<file path="src/rtl/hazard_ctrl.sv">
// Decode-stage hazard unit: stall generation, D/E forwarding selects, mult/div busy tracking.
// stall and fwd_* are zero-cycle; md_busy and stall_cnt change on the clock edge; stall is the backpressure output.
module hazard_ctrl #(
   parameter int MULT_CYC = 5,
   parameter int DIV_CYC  = 10,
   parameter int CNT_W    = 32
) (
   input  logic             clk,
   input  logic             reset,
   input  logic [1:0]       rs_tuse,
   input  logic [1:0]       rt_tuse,
   input  logic [1:0]       tnewE,
   input  logic [1:0]       tnewM,
   input  logic [1:0]       tnewW,
   input  logic [4:0]       rsD,
   input  logic [4:0]       rtD,
   input  logic [4:0]       rsE,
   input  logic [4:0]       rtE,
   input  logic [4:0]       waE,
   input  logic [4:0]       waM,
   input  logic [4:0]       waW,
   input  logic             md_startE,
   input  logic             md_divE,
   input  logic             md_useD,
   output logic             stall,
   output logic [1:0]       fwd_rsD,
   output logic [1:0]       fwd_rtD,
   output logic [1:0]       fwd_rsE,
   output logic [1:0]       fwd_rtE,
   output logic             md_busy,
   output logic [CNT_W-1:0] stall_cnt
);

   localparam logic [3:0] MULT_LOAD = 4'(MULT_CYC);
   localparam logic [3:0] DIV_LOAD  = 4'(DIV_CYC);

   logic [3:0] mdCnt;
   logic       stallRs;
   logic       stallRt;
   logic       stallMd;

   // A producer blocks the consumer only when its result is ready later than the consumer needs it.
   function automatic logic dataHazard(
      input logic [4:0] srcReg,
      input logic [1:0] tuse,
      input logic [4:0] wE, input logic [1:0] tE,
      input logic [4:0] wM, input logic [1:0] tM,
      input logic [4:0] wW, input logic [1:0] tW
   );
      logic hit;
      hit = ((wE == srcReg) && (tuse < tE)) ||
            ((wM == srcReg) && (tuse < tM)) ||
            ((wW == srcReg) && (tuse < tW));
      return (srcReg != 5'd0) && hit;
   endfunction

   function automatic logic [1:0] fwdSelD(
      input logic [4:0] srcReg,
      input logic [4:0] wE, input logic [1:0] tE,
      input logic [4:0] wM, input logic [1:0] tM
   );
      logic [1:0] sel;
      sel = 2'd0;
      if (srcReg != 5'd0) begin
         if ((wE == srcReg) && (tE == 2'd0))
            sel = 2'd2;
         else if ((wM == srcReg) && (tM == 2'd0))
            sel = 2'd1;
      end
      return sel;
   endfunction

   // W-stage results are always final, so no Tnew qualification on the W path.
   function automatic logic [1:0] fwdSelE(
      input logic [4:0] srcReg,
      input logic [4:0] wM, input logic [1:0] tM,
      input logic [4:0] wW
   );
      logic [1:0] sel;
      sel = 2'd0;
      if (srcReg != 5'd0) begin
         if ((wM == srcReg) && (tM == 2'd0))
            sel = 2'd2;
         else if (wW == srcReg)
            sel = 2'd1;
      end
      return sel;
   endfunction

   always_comb begin
      stallRs = dataHazard(rsD, rs_tuse, waE, tnewE, waM, tnewM, waW, tnewW);
      stallRt = dataHazard(rtD, rt_tuse, waE, tnewE, waM, tnewM, waW, tnewW);
      stallMd = md_useD && (md_busy || md_startE);
      stall   = stallRs || stallRt || stallMd;
   end

   always_comb begin
      fwd_rsD = fwdSelD(rsD, waE, tnewE, waM, tnewM);
      fwd_rtD = fwdSelD(rtD, waE, tnewE, waM, tnewM);
      fwd_rsE = fwdSelE(rsE, waM, tnewM, waW);
      fwd_rtE = fwdSelE(rtE, waM, tnewM, waW);
   end

   // A start while busy cannot come from a well-formed pipeline; it is ignored.
   always_ff @(posedge clk) begin
      if (reset)
         mdCnt <= 4'd0;
      else if (md_startE && (mdCnt == 4'd0))
         mdCnt <= md_divE ? DIV_LOAD : MULT_LOAD;
      else if (mdCnt != 4'd0)
         mdCnt <= mdCnt - 4'd1;
   end

   assign md_busy = (mdCnt != 4'd0);

   always_ff @(posedge clk) begin
      if (reset)
         stall_cnt <= '0;
      else if (stall && (stall_cnt != {CNT_W{1'b1}}))
         stall_cnt <= stall_cnt + {{(CNT_W-1){1'b0}}, 1'b1};
   end

endmodule

</file>
<file path="config.mk">
export PLATFORM = sky130hd
export DESIGN_NAME = hazard_ctrl
export DESIGN_NICKNAME = d
export VERILOG_FILES = /design/src/rtl/hazard_ctrl.sv
export SDC_FILE = /design/constraint.sdc
export NUM_CORES = 1
export LEC_CHECK = 0
export ABC_AREA = 1
export BUFFER_PORTS_ARGS = -buffer_cell sky130_fd_sc_hd__buf_2
export CORE_UTILIZATION = 58
export DETAILED_ROUTE_END_ITERATION = 8
export PLACE_DENSITY_LB_ADDON = 0.12
export REMOVE_ABC_BUFFERS = 1
export SLEW_MARGIN = 15
export SYNTH_ARGS = -nofsm -noshare
export SYNTH_HDL_FRONTEND = slang
export SYNTH_SLANG_ARGS = --single-unit
</file>
<file path="constraint.sdc">
create_clock -name clk -period 3 [get_ports clk]
set_input_delay 0.15 -clock clk [delete_from_list [all_inputs] [get_ports clk]]
set_output_delay 0.15 -clock clk [all_outputs]
set_load 0.005 [all_outputs]
</file>
# [Word-level counts from Yosys, hierarchy flattened]
# Index checks and enable logic that the tools add are counted.
[op_classes] n_reduce_logical=33 eq_ne=11 n_addsub=2 magnitude_cmp=6 n_mux=15
[op_table] operator="$eq 5x5->1" count=10
[op_table] operator="$add 32x1->32 const B" count=1
[op_table] operator="$ne 32x32->1 const B" count=1
[op_table] operator="$reduce_bool 5->1" count=4
[op_table] operator="$logic_and 1x1->1" count=17
[op_table] operator="$mux 2" count=8
[op_table] operator="$lt 2x2->1" count=6
[op_table] operator="$mux 4" count=3
[op_table] operator="$logic_or 1x1->1" count=7
[op_table] operator="$logic_not 2->1" count=2
[op_table] operator="$logic_not 4->1" count=1
[op_table] operator="$mux 1" count=4
[op_table] operator="$reduce_bool 4->1" count=1
[op_table] operator="$sub 4x1->4 const B" count=1
[op_table] operator="$reduce_bool 2->1" count=1
[word_totals] elab_cells=69 out_inout_bits=42 register_bits=36

# [Longest topological paths before layout]
[logic_depth] ltp_word=8 mapped_depth=13 ltp_nobuf=13

# [Least setup slack after synthesis]
# OpenSTA, ideal clock, no wires.
[synth_path] path_kind="register to register" start="reg stall_cnt[0]" end="reg stall_cnt[29]" setup_slack_ns=1.181 period_less_slack_ns=1.819 n_path_buf=1 t_arrival_ns=1.704 path_stages_with_launch=12 required_time_ns=2.885 cell_sequence="dfxtp_1 ha_1 nand2_1 inv_1 nand2_2 nor3_4 nand4_4 nor2_8 buf_12 nor2_2 a21oi_1 nor2_1"
[synth_via] elab_chain_cells=2 word_cells_on_any_way=3 classes_between="1 x add/sub; 1 x eq/ne; 1 x reduce/logical"
[synth_rtl] item="from (decl)" line_no="31" source="output logic [CNT_W-1:0] stall_cnt"
[synth_rtl] item="from (signal assigned)" line_no="120" source="stall_cnt <= stall_cnt + {{(CNT_W-1){1'b0}}, 1'b1};"
[synth_rtl] item="parallel branches: the longest is 2 deep, another holds $add 32x1->32"
# Several ways; the timed one is not identified.
# A chain may end at the register's enable or synchronous reset.

# [Worst setup path in the final report]
[layout_path] start="reg stall_cnt[0]" end="reg stall_cnt[20]"
# The elaborated chain is that of the path after synthesis.

==> parameters.txt <==
Parameter                              Value

CTS
  Count of instances resized after the clock tree is built    0
  CTS tree    yes
  CTS Buf Count    5
  Number of sinks on the clock net    36
  Clock transition at the registers of the reported paths    0.08 ns
  CTS root buffer    clkbuf_8
  Clock latency at the later pin of the worst-skew pair    0.29 ns
  Maximum level of the CTS H-tree    2
  Number of buffers inserted for hold repair after clock tree synthesis    0
  Setup repair bufs after CTS    0
  Clock tree buffer depth    2

Routing
  Total number of vias    3682
  Wire length after detailed routing    8.29 mm
  Average wire per cell in the routed design    12.0 µm
  First-pass DRT Iterations    5
  Initial DRC Count    179
  ANT nets after route    0
  Number of DRC violations after detailed routing    0
  Per-cell via count in the routed design    5.32

Floorplan
  Initial cell density of the core    0.600
  Height of the chip    77.2 µm
  Floorplan Core Area    5470 µm²
  IO Pins    92
  Horizontal die dimension    77.2 µm
  Area of the die    5960 µm²
  Row count    27

STA
  Finish-stage setup viols    0
  Final Critical Period    2.21 ns
  Final Skew    0.0152 ns
  Number of endpoints with negative hold slack in the final report    0
  Count of pins over their slew limit    0
  Slew at the pin closest to its max-slew limit    0.464 ns
  Slew Limit Headroom    0.691
  RSZ-0062 raised after global routing    false
  Setup TNS Final    0 ns
  Fmax achieved    453 MHz
  Final Cycle Share    0.736

Critical path
  Number of cell instances on the worst register-to-register path    12
  Crit. Startpoint    stall_cnt[0]$_SDFFE_PP0P_
  Count of buffer and inverter cells on the critical path    3
  Cell count along the critical path    12
  Launching element type of the critical path    flip-flop
  Internal reg-to-reg setup slack    0.79 ns
  RR Startpoint    stall_cnt[0]$_SDFFE_PP0P_
  Top delay family on crit path    simple AND/OR/NAND/NOR gates
  Worst path slowest cell    dfxtp_1
  Destination of the worst register-to-register timing path    stall_cnt[20]$_SDFFE_PP0P_
  Crit-path max FO    11
  Arrival time reported for the critical path endpoint    2.38 ns
  Kind of capture point of the worst setup path    flip-flop
  CP required    3.17 ns
  Worst setup path endpoint    stall_cnt[20]$_SDFFE_PP0P_
  Worst-path cell chain    ha_1 > nand2_1 > inv_1 > nand2_2 > nor3_4 > inv_2 > nor2_2 > nand4_1 > nand2_1 > inv_1 > a21oi_1 > nor2_1
  Max stage delay on crit path    0.40 ns
  Setup Crit Path Kind    flip-flop to flip-flop

Synth
  Synth Cell Area    3280 µm²
  Flip-flop cell with the highest count after synthesis    dfxtp_1
  Number of standard cells after synthesis    532
  Synth top area cells    dfxtp_1 22%, nand2_1 15%, nor2_1 9.4%
  List of most frequent post-synthesis cells    131 x nand2_1, 82 x nor2_1, 61 x inv_1
  Synth cell types    34
  FF+latch count, synth    36
  Sequential area share after synthesis    0.220
  Number of enable flip-flop cells after synthesis    0
  Cell with the most instances after synthesis    nand2_1
  Top-area cell type share of the netlist area    0.220
  Share of flip-flops with an asynchronous set or reset    0
  Yosys warning count    0
  Post-Synthesis Mean Instance Area    6.17 µm²
  Most area-hungry cell type in the Yosys netlist    dfxtp_1

Pwr
  Pwr Density    379 nW/µm²
  Worst VDD drop    0.381 mV
  Leakage power    1.94 nW

Min path
  Worst Hold Class    input port to flip-flop

Final layout
  Nets    678
  Final standard cell count with taps included and fillers excluded    692
  Fraction of layout instances using a drive strength above 1    0.242
  Reg area    721 µm²
  Multi-input combinational cell area    2210 µm²
  FILL cells    524
  Ant. Diodes    0
  Area added between synthesis and finish    17.0%

GRT
  Total overflow reported by the global router    0
  Number of antenna violations at the first check in global routing    0
  Global-route usage over all layers    0.291
  Wire length of the first global-routing pass    14.3 mm
  Maximum number of pins on one net before global-route repair    35
  Number of global-route vias before repair    3328

Placed design
  Count of input and output buffers    91
  Detailed placer's ending HPWL    6.61 mm
  Final Wtd Congestion    0.972
  Placed Cells incl. Taps    684

Status
  Outcome    completed

Flow run
  Maximum capacitance violations    0
worst min-delay path by stage:
stage,startpoint,end,depth (start not counted)
2_1_floorplan,reset,mdCnt[1]$_SDFFE_PP0P_,1
3_3_place_gp,reset,mdCnt[1]$_SDFFE_PP0P_,2
3_5_place_dp,reset,mdCnt[1]$_SDFFE_PP0P_,2
4_1_cts,reset,mdCnt[1]$_SDFFE_PP0P_,2
5_1_grt,reset,mdCnt[1]$_SDFFE_PP0P_,2
6_report,reset,mdCnt[1]$_SDFFE_PP0P_,2
worst register-to-register path: cells and delay by family, from the launching register on:
family / cells / cell delay [ns]
adders and majority gates: 1 / 0.20
and+or+nand+nor: 7 / 1.13
AOI/OAI and AO/OA: 1 / 0.12
buffers and inverters: 3 / 0.25
DFF: 1 / 0.40
cell usage in the layout, fill, tap and decap left out, types with 2 or more instances in the layout:
master	Yosys	final
buf_2	8	91
a221oi_1	3	3
o21ai_0	3	3
nand2_1	131	131
nand3_1	33	33
nand3b_1	3	3
nor2_1	82	82
nor2_2	22	22
xnor2_1	16	16
nor4_1	9	9
clkbuf_8	0	6
nand4_1	16	16
inv_1	61	61
buf_4	2	3
o22ai_1	3	3
nor3_1	6	6
nand2_2	5	5
ha_1	9	9
a21oi_1	39	39
or2_2	2	2
inv_2	3	3
nand3_2	13	13
xor2_1	14	14
dfxtp_1	36	36
where the power goes:
| part | leakage, nW | switching, mW | internal [mW] | total [mW] |
|---|---|---|---|---|
| combinational | 1.60 | 0.319 | 0.206 | 0.525 |
| clock | 0.0445 | 0.181 | 0.187 | 0.368 |
| sequential | 0.292 | 0.0449 | 0.520 | 0.565 |
| total | 1.94 | 0.545 | 0.913 | 1.46 |
logic make-up (layout without fill, tap and decap cells):
logic type	after synthesis	after routing	share of synthesized area
adder cells (fa/ha/maj)	9	9	0.0343
buffers and inverters	79	167	0.106
XOR/XNOR	30	30	0.0801
AND/OR/NAND/NOR	326	326	0.474
flip-flops	36	36	0.220
AO/OA/AOI/OAI	52	52	0.0869
per-layer routing:
layer  up-vias  part of all wire  GRT usage
met4         0             0.018     0.0868
met2       141              0.49      0.528
met5         -                 0          0
li1       1887                 -          -
met1      1640              0.44      0.349
met3        14             0.054     0.0405
stage by stage:
step | setup WS, ns | utilization | cell area [µm²] | power, mW | hold WS [ns]
after floorplan | 0.801 | - | 3180 | 0.906 | 0.219
after global placement | 0.894 | 0.685 | 3750 | 1.07 | 0.326
after detailed placement | 0.818 | 0.685 | 3750 | 1.09 | 0.338
after CTS | 0.795 | 0.702 | 3840 | 1.46 | 0.0286
after global routing | 0.563 | 0.702 | 3840 | 1.56 | 0.0220
final | 0.791 | 0.702 | 3840 | 1.46 | 0.0347
final cells by class:
| cell class | count | share of cell area |
|---|---|---|
| Clock inverter | 1 | 0.00195 |
| Sequential cell | 36 | 0.188 |
| Inverter | 65 | 0.0635 |
| Clock buffer | 7 | 0.0225 |
| Multi-Input combinational cell | 417 | 0.577 |
| Timing Repair Buffer | 94 | 0.124 |
| Tap cell | 72 | 0.0235 |
registers in the layout (all words and copies together), names as in the netlist:
| name | flops |
|---|---|
| mdCnt | 4 |
| stall_cnt | 32 |
(Power assumes the default switching activity.)
